## config.mk

```make
export PLATFORM = sky130hd
export DESIGN_NAME = kbd_arrow_keys_flat
export DESIGN_NICKNAME = d
export VERILOG_FILES = /design/src/rtl/kbd_pkg.sv /design/src/rtl/kbd_arrow_keys_if.sv /design/src/rtl/kbd_seq_timer.sv /design/src/rtl/kbd_arrow_keys.sv /design/src/flat_wrapper.sv
export SDC_FILE = /design/constraint.sdc
export NUM_CORES = 1
export LEC_CHECK = 0
export ABC_AREA = 0
export CAP_MARGIN = 20
export CORE_UTILIZATION = 32
export CTS_BUF_LIST = sky130_fd_sc_hd__clkbuf_8 sky130_fd_sc_hd__clkbuf_16
export DETAILED_ROUTE_END_ITERATION = 8
export PLACE_DENSITY = 0.6
export SETUP_SLACK_MARGIN = 0.05
export SLEW_MARGIN = 20
export SYNTH_ARGS = -nofsm -noshare
export SYNTH_HDL_FRONTEND = slang
export SYNTH_HIERARCHICAL = 1
export SYNTH_SLANG_ARGS = --single-unit
```

## constraint.sdc

```tcl
create_clock -name clk -period 2.4 [get_ports clk]
set_clock_uncertainty 0.05 [all_clocks]
set_input_delay 0.6 -clock clk [delete_from_list [all_inputs] [get_ports clk]]
set_output_delay 0.6 -clock clk [all_outputs]
set_load 0.01 [all_outputs]
```

## src/rtl/kbd_pkg.sv

```systemverilog
// Shared scan-code constants, state and key-index types for the PS/2 arrow-key decoder.
package kbd_pkg;

    localparam logic [7:0] SC_EXT   = 8'hE0;
    localparam logic [7:0] SC_BRK   = 8'hF0;
    localparam logic [7:0] SC_PAUSE = 8'hE1;
    localparam logic [7:0] SC_BAT   = 8'hAA;
    localparam logic [7:0] SC_ERR0  = 8'h00;
    localparam logic [7:0] SC_ERRF  = 8'hFF;
    localparam logic [7:0] SC_UP    = 8'h75;
    localparam logic [7:0] SC_DOWN  = 8'h72;
    localparam logic [7:0] SC_LEFT  = 8'h6B;
    localparam logic [7:0] SC_RIGHT = 8'h74;

    typedef enum logic [2:0] {
        IDLE    = 3'd0,
        EXT     = 3'd1,
        BRK     = 3'd2,
        EXT_BRK = 3'd3,
        PAUSE   = 3'd4
    } kbd_state_t;

    typedef enum logic [1:0] {
        UP    = 2'd0,
        DOWN  = 2'd1,
        LEFT  = 2'd2,
        RIGHT = 2'd3
    } kbd_key_t;

    // One-hot key mask for an arrow code, zero for anything else.
    function automatic logic [3:0] key_mask(input logic [7:0] code);
        case (code)
            SC_UP:    key_mask = 4'b0001;
            SC_DOWN:  key_mask = 4'b0010;
            SC_LEFT:  key_mask = 4'b0100;
            SC_RIGHT: key_mask = 4'b1000;
            default:  key_mask = 4'b0000;
        endcase
    endfunction

endpackage

```

## src/rtl/kbd_arrow_keys_if.sv

```systemverilog
// Byte-in / key-level-out bundle between the PS/2 byte receiver, the decoder and the movement block.
interface kbd_arrow_keys_if;
    logic       din_new;
    logic [7:0] din;
    logic       up_key_pressed;
    logic       down_key_pressed;
    logic       left_key_pressed;
    logic       right_key_pressed;
    logic       key_event;
    logic       seq_error;

    modport master (
        output din_new, din,
        input  up_key_pressed, down_key_pressed, left_key_pressed, right_key_pressed,
        input  key_event, seq_error
    );

    modport slave (
        input  din_new, din,
        output up_key_pressed, down_key_pressed, left_key_pressed, right_key_pressed,
        output key_event, seq_error
    );
endinterface

```

## src/rtl/kbd_seq_timer.sv

```systemverilog
// Saturating inter-byte timer; expired is high while run is set and the count sits at its last value.
module kbd_seq_timer #(
    parameter int TIMEOUT_CYCLES = 1_500_000
) (
    input  logic clk,
    input  logic reset,
    input  logic clear,
    input  logic run,
    output logic expired
);
    localparam int W = $clog2(TIMEOUT_CYCLES);
    localparam logic [W-1:0] LAST = W'(TIMEOUT_CYCLES - 1);
    localparam logic [W-1:0] ONE  = W'(1);

    logic [W-1:0] count_r;

    // Count while a sequence is open, hold at zero otherwise.
    always_ff @(posedge clk or posedge reset) begin
        if (reset) begin
            count_r <= '0;
        end else if (clear || !run) begin
            count_r <= '0;
        end else if (count_r != LAST) begin
            count_r <= count_r + ONE;
        end else begin
            count_r <= count_r;
        end
    end

    assign expired = run && (count_r == LAST);
endmodule

```

## src/rtl/kbd_arrow_keys.sv

```systemverilog
// PS/2 set-2 scan-code stream to held arrow-key levels with make/break, E0, Pause skip and timeout recovery.
// Optional build macro KBD_KEYPAD_ALIAS_EN aliases the non-extended keypad 8/2/4/6 codes to the arrows.
module kbd_arrow_keys
    import kbd_pkg::*;
#(
    parameter int TIMEOUT_CYCLES = 1_500_000,
    parameter int PAUSE_LEN      = 8
) (
    input  logic           clk,
    input  logic           reset,
    kbd_arrow_keys_if.slave bus
);
    localparam int PW = $clog2(PAUSE_LEN + 1);
    localparam logic [PW-1:0] PAUSE_LAST = PW'(PAUSE_LEN - 1);
    localparam logic [PW-1:0] PAUSE_ONE  = PW'(1);

    kbd_state_t    state_r, state_s, cur_s;
    logic [PW-1:0] pause_r, pause_s;
    logic [3:0]    arrow_r, arrow_s;
    logic [3:0]    keypad_r, keypad_s;
    logic [3:0]    keys_r, keys_s, mask_s;
    logic          key_event_r, seq_error_r, err_s, expired_s;

    kbd_seq_timer #(.TIMEOUT_CYCLES(TIMEOUT_CYCLES)) u_timer (
        .clk     (clk),
        .reset   (reset),
        .clear   (bus.din_new),
        .run     (state_r != IDLE),
        .expired (expired_s)
    );

    // Next-state decode; a timeout in the same cycle drops to IDLE before the byte is interpreted.
    always_comb begin
        cur_s    = expired_s ? IDLE : state_r;
        pause_s  = (cur_s == PAUSE) ? pause_r : '0;
        arrow_s  = arrow_r;
        keypad_s = keypad_r;
        err_s    = expired_s;
        mask_s   = key_mask(bus.din);
        if (bus.din_new) begin
            state_s = IDLE;
            if (bus.din == SC_ERR0 || bus.din == SC_ERRF) begin
                arrow_s  = 4'b0000;
                keypad_s = 4'b0000;
                err_s    = 1'b1;
            end else begin
                case (cur_s)
                    IDLE: begin
                        case (bus.din)
                            SC_EXT:   state_s = EXT;
                            SC_BRK:   state_s = BRK;
                            SC_PAUSE: begin
                                state_s = PAUSE;
                                pause_s = PAUSE_ONE;
                            end
                            SC_BAT: begin
                                arrow_s  = 4'b0000;
                                keypad_s = 4'b0000;
                            end
`ifdef KBD_KEYPAD_ALIAS_EN
                            default:  keypad_s = keypad_r | mask_s;
`else
                            default:  state_s = IDLE;
`endif
                        endcase
                    end
                    EXT: begin
                        if (bus.din == SC_BRK) begin
                            state_s = EXT_BRK;
                        end else begin
                            arrow_s = arrow_r | mask_s;
                        end
                    end
                    EXT_BRK: arrow_s = arrow_r & ~mask_s;
`ifdef KBD_KEYPAD_ALIAS_EN
                    BRK:     keypad_s = keypad_r & ~mask_s;
`else
                    BRK:     state_s = IDLE;
`endif
                    PAUSE: begin
                        if (pause_r == PAUSE_LAST) begin
                            pause_s = '0;
                        end else begin
                            state_s = PAUSE;
                            pause_s = pause_r + PAUSE_ONE;
                        end
                    end
                    default: state_s = IDLE;
                endcase
            end
        end else begin
            state_s = cur_s;
        end
`ifdef KBD_KEYPAD_ALIAS_EN
        keys_s = arrow_s | keypad_s;
`else
        keypad_s = 4'b0000;
        keys_s   = arrow_s;
`endif
    end

    // State, held-key sources and registered outputs.
    always_ff @(posedge clk or posedge reset) begin
        if (reset) begin
            state_r     <= IDLE;
            pause_r     <= '0;
            arrow_r     <= 4'b0000;
            keypad_r    <= 4'b0000;
            keys_r      <= 4'b0000;
            key_event_r <= 1'b0;
            seq_error_r <= 1'b0;
        end else begin
            state_r     <= state_s;
            pause_r     <= pause_s;
            arrow_r     <= arrow_s;
            keypad_r    <= keypad_s;
            keys_r      <= keys_s;
            key_event_r <= |(keys_s ^ keys_r);
            seq_error_r <= err_s;
        end
    end

    assign bus.up_key_pressed    = keys_r[UP];
    assign bus.down_key_pressed  = keys_r[DOWN];
    assign bus.left_key_pressed  = keys_r[LEFT];
    assign bus.right_key_pressed = keys_r[RIGHT];
    assign bus.key_event         = key_event_r;
    assign bus.seq_error         = seq_error_r;
endmodule

```

## src/flat_wrapper.sv

```systemverilog
// flat-port wrapper written by rule: the top's interface ports become plain ports
module kbd_arrow_keys_flat import kbd_pkg::*;
#(
    parameter int TIMEOUT_CYCLES = 1_500_000,
    parameter int PAUSE_LEN      = 8
)
  (clk, reset, bus_din_new, bus_din, bus_up_key_pressed, bus_down_key_pressed, bus_left_key_pressed, bus_right_key_pressed, bus_key_event, bus_seq_error);
  kbd_arrow_keys_if bus_i ();
  input  logic clk;
  input  logic reset;
  input wire logic [$bits(bus_i.din_new)-1:0] bus_din_new;
  input wire logic [$bits(bus_i.din)-1:0] bus_din;
  output wire logic [$bits(bus_i.up_key_pressed)-1:0] bus_up_key_pressed;
  output wire logic [$bits(bus_i.down_key_pressed)-1:0] bus_down_key_pressed;
  output wire logic [$bits(bus_i.left_key_pressed)-1:0] bus_left_key_pressed;
  output wire logic [$bits(bus_i.right_key_pressed)-1:0] bus_right_key_pressed;
  output wire logic [$bits(bus_i.key_event)-1:0] bus_key_event;
  output wire logic [$bits(bus_i.seq_error)-1:0] bus_seq_error;
  assign bus_i.din_new = bus_din_new;
  assign bus_i.din = bus_din;
  assign bus_up_key_pressed = bus_i.up_key_pressed;
  assign bus_down_key_pressed = bus_i.down_key_pressed;
  assign bus_left_key_pressed = bus_i.left_key_pressed;
  assign bus_right_key_pressed = bus_i.right_key_pressed;
  assign bus_key_event = bus_i.key_event;
  assign bus_seq_error = bus_i.seq_error;
  kbd_arrow_keys #(.TIMEOUT_CYCLES(TIMEOUT_CYCLES), .PAUSE_LEN(PAUSE_LEN)) u_core (.clk(clk), .reset(reset), .bus(bus_i));
endmodule
```

==> impl_metrics.csv, run 1 <==
group,metric,value,unit
run_status,outcome,"completed",
worst_setup_path,crit_family,"simple AND/OR/NAND/NOR gates",
worst_hold_path,hold_end,"u_core/u_timer/count_r[16]",
worst_setup_path,crit_slowest_cell,"dfrtp_1",
worst_hold_path,min_delay_path_depth,2,
pwr,vdd_ir_drop_max,0.000277,V
routing,finalWirelength,5.21,mm
routing,drc,0,
grt,overflow,0,
die,dieWidth,82.4,um
worst_setup_path,end_kind,"flip-flop",
die,io_pins,17,
worst_setup_path,r2r_start,"u_core/u_timer/count_r[11]",
yosys,synth_top_area_cell,"dfrtp_1",
yosys,syn_nets,244,
clock_tree,insertion_delay,280,ps
routing,drtAntennaViolNets,0,
worst_setup_path,worstPathArrival,2480,ps
worst_setup_path,required,2550,ps
pwr,power,0.00125,W
pwr,p_sw,0.000301,W
worst_setup_path,r2r_cells,8,
worst_setup_path,critPathKind,"flip-flop to flip-flop",
run,maxCapViolations,0,
finish,syn2layout_area_growth,35.0,%
pwr,cellLeakagePower,1.15,nW
yosys,ys_top_cells_by_area,"dfrtp_1, o21ai_0, a21oi_1",
yosys,ys.flop_type,"dfrtp_1",
clock_tree,cts_tree,"done",
sta,layout_setup_ws,71.7,ps
yosys,synthDominantCellAreaShare,41.1,%
clock_tree,clkSlewWorstSetupHoldPaths,70,ps
yosys,syn_avg_cell_area,8.96,um2
sta,final_hold_viol_count,0,
finish,drive_gt1_share,27.5,%
yosys,yosys_register_bits,34,
clock_tree,clockRootBuffer,"clkbuf_8",
worst_setup_path,r2r_slack,70,ps
die,core-area,0.00610,mm2
worst_setup_path,crit_cells,8,
sta,setup_viol,0,
finish,antenna_cells,0,
grt,antenna_found_initial,0,
die,rows,28,
yosys,synth_cell_types,60,
placed_design,placedCellCount,361,
grt,grt_pass1_wl,8.56,mm
routing,wl_per_cell,14.1,um
finish,final_common_cell,"buf_4",
sta,fmax,429,MHz
clock_tree,clock_sinks,34,
finish,layout.cells.non_filler,370,
clock_tree,cts_buffer_depth,2,
pwr,pwr-share-comb,12.7,%
yosys,synth-edff-count,0,
worst_setup_path,critPathLaunchType,"flip-flop",
pwr,power.share.clock,39.6,%
yosys,synthCells,231,
sta,rsz0062_at_grt,"true",
sta,maxSlewViolCount,0,
finish,final_cell_mix,"buf_4, dfrtp_1, o21ai_0",
pwr,seqPwrFrac,47.7,%
worst_setup_path,path_max_fanout,5,
worst_setup_path,r2r-end,"u_core/keys_r[0]",
routing,vias,1997,
die,die_h,82.4,um
sta,period_share,97.0,%
grt,grt_start_max_net_pins,16,
clock_tree,holdBufCountCts,0,
die,die-area,0.00679,mm2
routing,drt_pass1_iterations,4,
pwr,cellPowerDensity,446,mW/mm2
pwr,p_int,0.000945,W
yosys,async_reset_ff_share,100,%
grt,grt_pass1_vias,1832,
worst_setup_path,critPathMaxStageDelay,390,ps
placed_design,io_buffers,16,
yosys,ys.warnings.count,6,
pwr,switching_share,24.1,%
routing,drt-initial-drc-count,156,
clock_tree,htreeDepth,2,
grt,track_usage,16.6,%
placed_design,gp_congestion,0.841,
finish,final_nets,307,
worst_setup_path,crit_top_cell,"nor4_2",
sta,tightestPinTransition,484,ps
yosys,seq_area_frac_synth,41.1,%
worst_setup_path,path_cells,"nor4_2, and4_1, and3_1, and2b_1, nand3b_1, nand2_1, nor4_2, a2bb2oi_1",
worst_hold_path,hp-start,"u_core/u_timer/count_r[16]",
placed_design,hpwl,3.87,mm
placed_design,place_ws,-117,ps
worst_hold_path,min_path_type,"flip-flop to flip-flop",
clock_tree,cts_inserted_buffers,5,
sta,slew_headroom,67.7,%
worst_setup_path,path_buf_inv,0,
sta,period_minus_slack,2330,ps
die,initial_core_util,33.9,%
yosys,synth_area,0.00207,mm2
routing,vias_per_cell,5.40,
## worst max path at each step
| stage | to | from | slack (ps) |
|---|---|---|---|
| after floorplan | u_core/bus.key_event | u_core/u_timer/count_r[0] | 80 |
| after global placement | u_core/bus.key_event | bus_din[0] | -70 |
| after CTS | u_core/bus.key_event | u_core/u_timer/count_r[19] | 50 |
| after detailed placement | u_core/pause_r[3] | bus_din[4] | -120 |
| after global routing | u_core/keys_r[0] | u_core/u_timer/count_r[5] | -50 |
| final | u_core/keys_r[0] | u_core/u_timer/count_r[11] | 70 |
## routing by layer
metal	global-route usage, %	vias to the layer above	share of wire, %
met4	4.91	0	1.4
met5	0	-	0
li1	-	999	-
met3	2.97	6	3.6
met1	22.7	952	48
met2	26.5	40	47
## power groups by stage
stage | combinational, W | sequential (W) | clock (W)
after floorplan | 0.0000723 | 0.000604 | 0
after global placement | 0.000155 | 0.000604 | 0
after detailed placement | 0.000156 | 0.000604 | 0
after CTS | 0.000157 | 0.000593 | 0.000507
after global routing | 0.000176 | 0.000595 | 0.000525
final | 0.000158 | 0.000594 | 0.000493
## what timing repair did
item | 4_1_cts | 5_1_grt
pin swaps | 0 | 8
setup buffers | 0 | 1
setup endpoints to repair | 2 | 4
gates resized for setup | 2 | 8
## flip-flops by register name (all words and copies together), names as in the netlist
signal                  cells
u_core/u_timer/count_r     21
u_core/keys_r               4
u_core/pause_r              4
u_core/state_r              3
u_core/bus.key_event        1
u_core/bus.seq_error        1
## cell type report
| class | instances | area, um2 |
|---|---|---|
| clock buffer | 8 | 110 |
| fill | 609 | 3300 |
| inverter | 9 | 33.8 |
| multi-input combinational | 180 | 1180 |
| sequential | 34 | 851 |
| tap | 75 | 93.8 |
| timing repair buffer | 64 | 520 |
## synthesized netlist by cell type, drive strengths merged (3+ instances only)
library cell / n
a21oi: 15
a31oi: 4
and2b: 3
and3: 3
and4: 3
clkbuf: 6
dfrtp: 34
inv: 9
nand2: 18
nand2b: 3
nand3: 13
nand4: 6
nor2: 17
nor3: 10
nor4: 6
o211ai: 4
o21ai: 20
o31ai: 3
or3: 6
or4: 6
xnor2: 6
## logic make-up (layout without fill, tap and decap cells)
group	Yosys count	in the layout	share of synthesized area (%)
adders and majority gates	2	2	1.21
buffers and inverters	17	81	3.39
xor gates and xnor gates	7	7	2.96
and+or+nand+nor	107	107	30.2
muxes	3	3	1.51
AOI/OAI and AO/OA	61	61	19.7
DFF	34	34	41.1
## stage by stage
stage	cell area [um2]	TNS, ps	utilization (%)	hold slack [ps]
final	2790	0	45.8	499
after global placement	2640	-116	43.3	482
after global routing	2790	-64.2	45.8	532
after CTS	2760	0	45.3	496
after detailed placement	2640	-214	43.3	485
after floorplan	2070	0	-	427
## tightest hold or removal path, cell delays in order (launching register included)
cell and delay, ps:
dfrtp_1 390, nand2_1 60, o21ai_0 60
No activity file was read; power rests on OpenSTA's default activity.
==> inputs of run 2 (changes only) <==
--- a/config.mk
+++ b/config.mk
@@ -7,10 +7,11 @@
 export LEC_CHECK = 0
 export ABC_AREA = 0
 export CAP_MARGIN = 20
+export CORE_MARGIN = 1
 export CORE_UTILIZATION = 32
 export CTS_BUF_LIST = sky130_fd_sc_hd__clkbuf_8 sky130_fd_sc_hd__clkbuf_16
 export DETAILED_ROUTE_END_ITERATION = 8
-export PLACE_DENSITY = 0.6
+export PLACE_DENSITY = 0.58
 export SETUP_SLACK_MARGIN = 0.05
 export SLEW_MARGIN = 20
 export SYNTH_ARGS = -nofsm -noshare
==> constraint.sdc (replaced) <==
create_clock -name clk -period 2.35 [get_ports clk]
set_clock_uncertainty 0.05 [all_clocks]
set_input_delay 0.5875 -clock clk [delete_from_list [all_inputs] [get_ports clk]]
set_output_delay 0.5875 -clock clk [all_outputs]
set_load 0.01 [all_outputs]
==> impl_metrics.csv, run 2 (synthesis gave the netlist of run 1 again) <==
group,metric,value,unit
sta,fmax,430,MHz
worst_setup_path,path_max_fanout,5,
die,die-area,0.00679,mm2
clock_tree,clock_sinks,34,
clock_tree,insertion_delay,280,ps
placed_design,hpwl,3.75,mm
grt,overflow,0,
routing,drt_pass1_iterations,4,
grt,track_usage,16.4,%
sta,period_minus_slack,2330,ps
worst_hold_path,min_path_type,"input port to asynchronous set/reset pin",
worst_setup_path,path_cells,"nor4bb_4, and4_1, and3_4, and2b_2, nand3b_1, mux2i_1, a21oi_1, o21ai_1, a22o_1",
run_status,outcome,"completed",
worst_setup_path,worstPathArrival,2450,ps
routing,drtAntennaViolNets,0,
sta,tightestPinTransition,547,ps
clock_tree,clkSlewWorstSetupHoldPaths,70,ps
grt,grt_pass1_wl,8.44,mm
sta,maxSlewViolCount,0,
sta,slew_headroom,63.5,%
pwr,vdd_ir_drop_max,0.000355,V
routing,wl_per_cell,13.8,um
finish,fill_cells,615,
routing,finalWirelength,5.02,mm
die,core-area,0.00610,mm2
clock_tree,htreeDepth,2,
pwr,cellLeakagePower,1.11,nW
clock_tree,holdBufCountCts,0,
finish,fin_area,0.00273,mm2
die,initial_core_util,33.9,%
grt,grt_pass1_vias,1770,
sta,setup_viol,0,
clock_tree,clockRootBuffer,"clkbuf_8",
die,dieWidth,82.4,um
clock_tree,cts_tree,"done",
grt,antenna_found_initial,0,
finish,drive_gt1_share,25.0,%
pwr,power,0.00115,W
finish,biggestRegsByFlops,"u_core/u_timer/count_r (21), u_core/keys_r (4), u_core/pause_r (4)",
worst_setup_path,required,2470,ps
placed_design,place_area,0.00259,mm2
finish,final_common_cell,"buf_4",
finish,final_nets,301,
routing,vias,1918,
routing,drt-initial-drc-count,100,
finish,antenna_cells,0,
placed_design,io_buffers,16,
finish,largest-register,"u_core/u_timer/count_r",
clock_tree,cts_buffer_depth,2,
clock_tree,cts_inserted_buffers,5,
sta,final_hold_viol_count,0,
grt,grt_start_max_net_pins,20,
worst_setup_path,end_kind,"flip-flop",
finish,syn2layout_area_growth,31.7,%
finish,largest_register_ffs,21,
worst_setup_path,critPathLaunchType,"flip-flop",
die,rows,28,
worst_setup_path,critPathKind,"flip-flop to flip-flop",
die,io_pins,17,
die,die_h,82.4,um
worst_setup_path,critPathMaxStageDelay,410,ps
worst_setup_path,crit_slowest_cell,"dfrtp_1",
sta,rsz0062_at_grt,"true",
sta,period_share,99.0,%
placed_design,gp_congestion,0.818,
routing,vias_per_cell,5.28,
routing,drc,0,
run,maxCapViolations,0,
pwr,cellPowerDensity,423,mW/mm2
finish,final_cell_mix,"buf_4, dfrtp_1, o21ai_0",
## run 2: area by class of cell
type	count	area, um2	area share, %
multi-input cells	180	1200	43.9
repair buffers	58	475	17.4
clock buffers	5	68.8	2.52
well taps	75	93.8	3.44
clock inverters	2	7.51	0.275
inverters	9	33.8	1.24
flip-flops and latches	34	851	31.2
## run 2: final timing paths
path | from | endpoint | slack (ps) | depth (start not counted)
max | u_core/u_timer/count_r[19] | u_core/keys_r[3] | 20 | 9
min | reset | u_core/u_timer/count_r[3] | 450 | 2
max reg2reg | u_core/u_timer/count_r[19] | u_core/keys_r[3] | 20 | 9
min reg2reg | u_core/u_timer/count_r[3] | u_core/u_timer/count_r[3] | 510 | 1
max in group asynchronous | reset | u_core/keys_r[2] | 1250 | 2
min in group clk | u_core/u_timer/count_r[3] | u_core/u_timer/count_r[3] | 510 | 1
## run 2: per-layer routing
metal  track usage, %  share of wire (%)
met5                0                  0
met1             24.4                 54
met4             5.61                1.0
met2             23.6                 42
met3             3.08                2.7
## run 2: repair_timing
action                                  CTS  global route
pin swaps                                 2             6
resized for setup                         2             8
endpoints found under the setup margin    3             6
setup buffers                             0             1
hold endpoints to repair                  0             0
## run 2: critical path: cells and delay by family, from the launching register on
family / cells / cell delay, ps
flops: 1 / 410
compound gates: 3 / 460
simple gates: 5 / 1190
mux: 1 / 110
## run 2: through the flow
stage	setup TNS [ps]	setup WS, ps	instances	hold WS, ps	util, %
after global routing	-167	-86.8	363	472	44.7
after CTS	0	37.0	362	457	44.0
after floorplan	0	92.4	231	414	-
final	0	23.4	363	453	44.7
after global placement	-297	-70.8	355	491	42.6
after detailed placement	-231	-62.7	355	484	42.6
## run 2: power breakdown
group          switching (W)  internal, W  total, W
clock network       0.000199     0.000195  0.000394
logic              0.0000832    0.0000672  0.000150
registers          0.0000134     0.000595  0.000609
total               0.000296     0.000858   0.00115
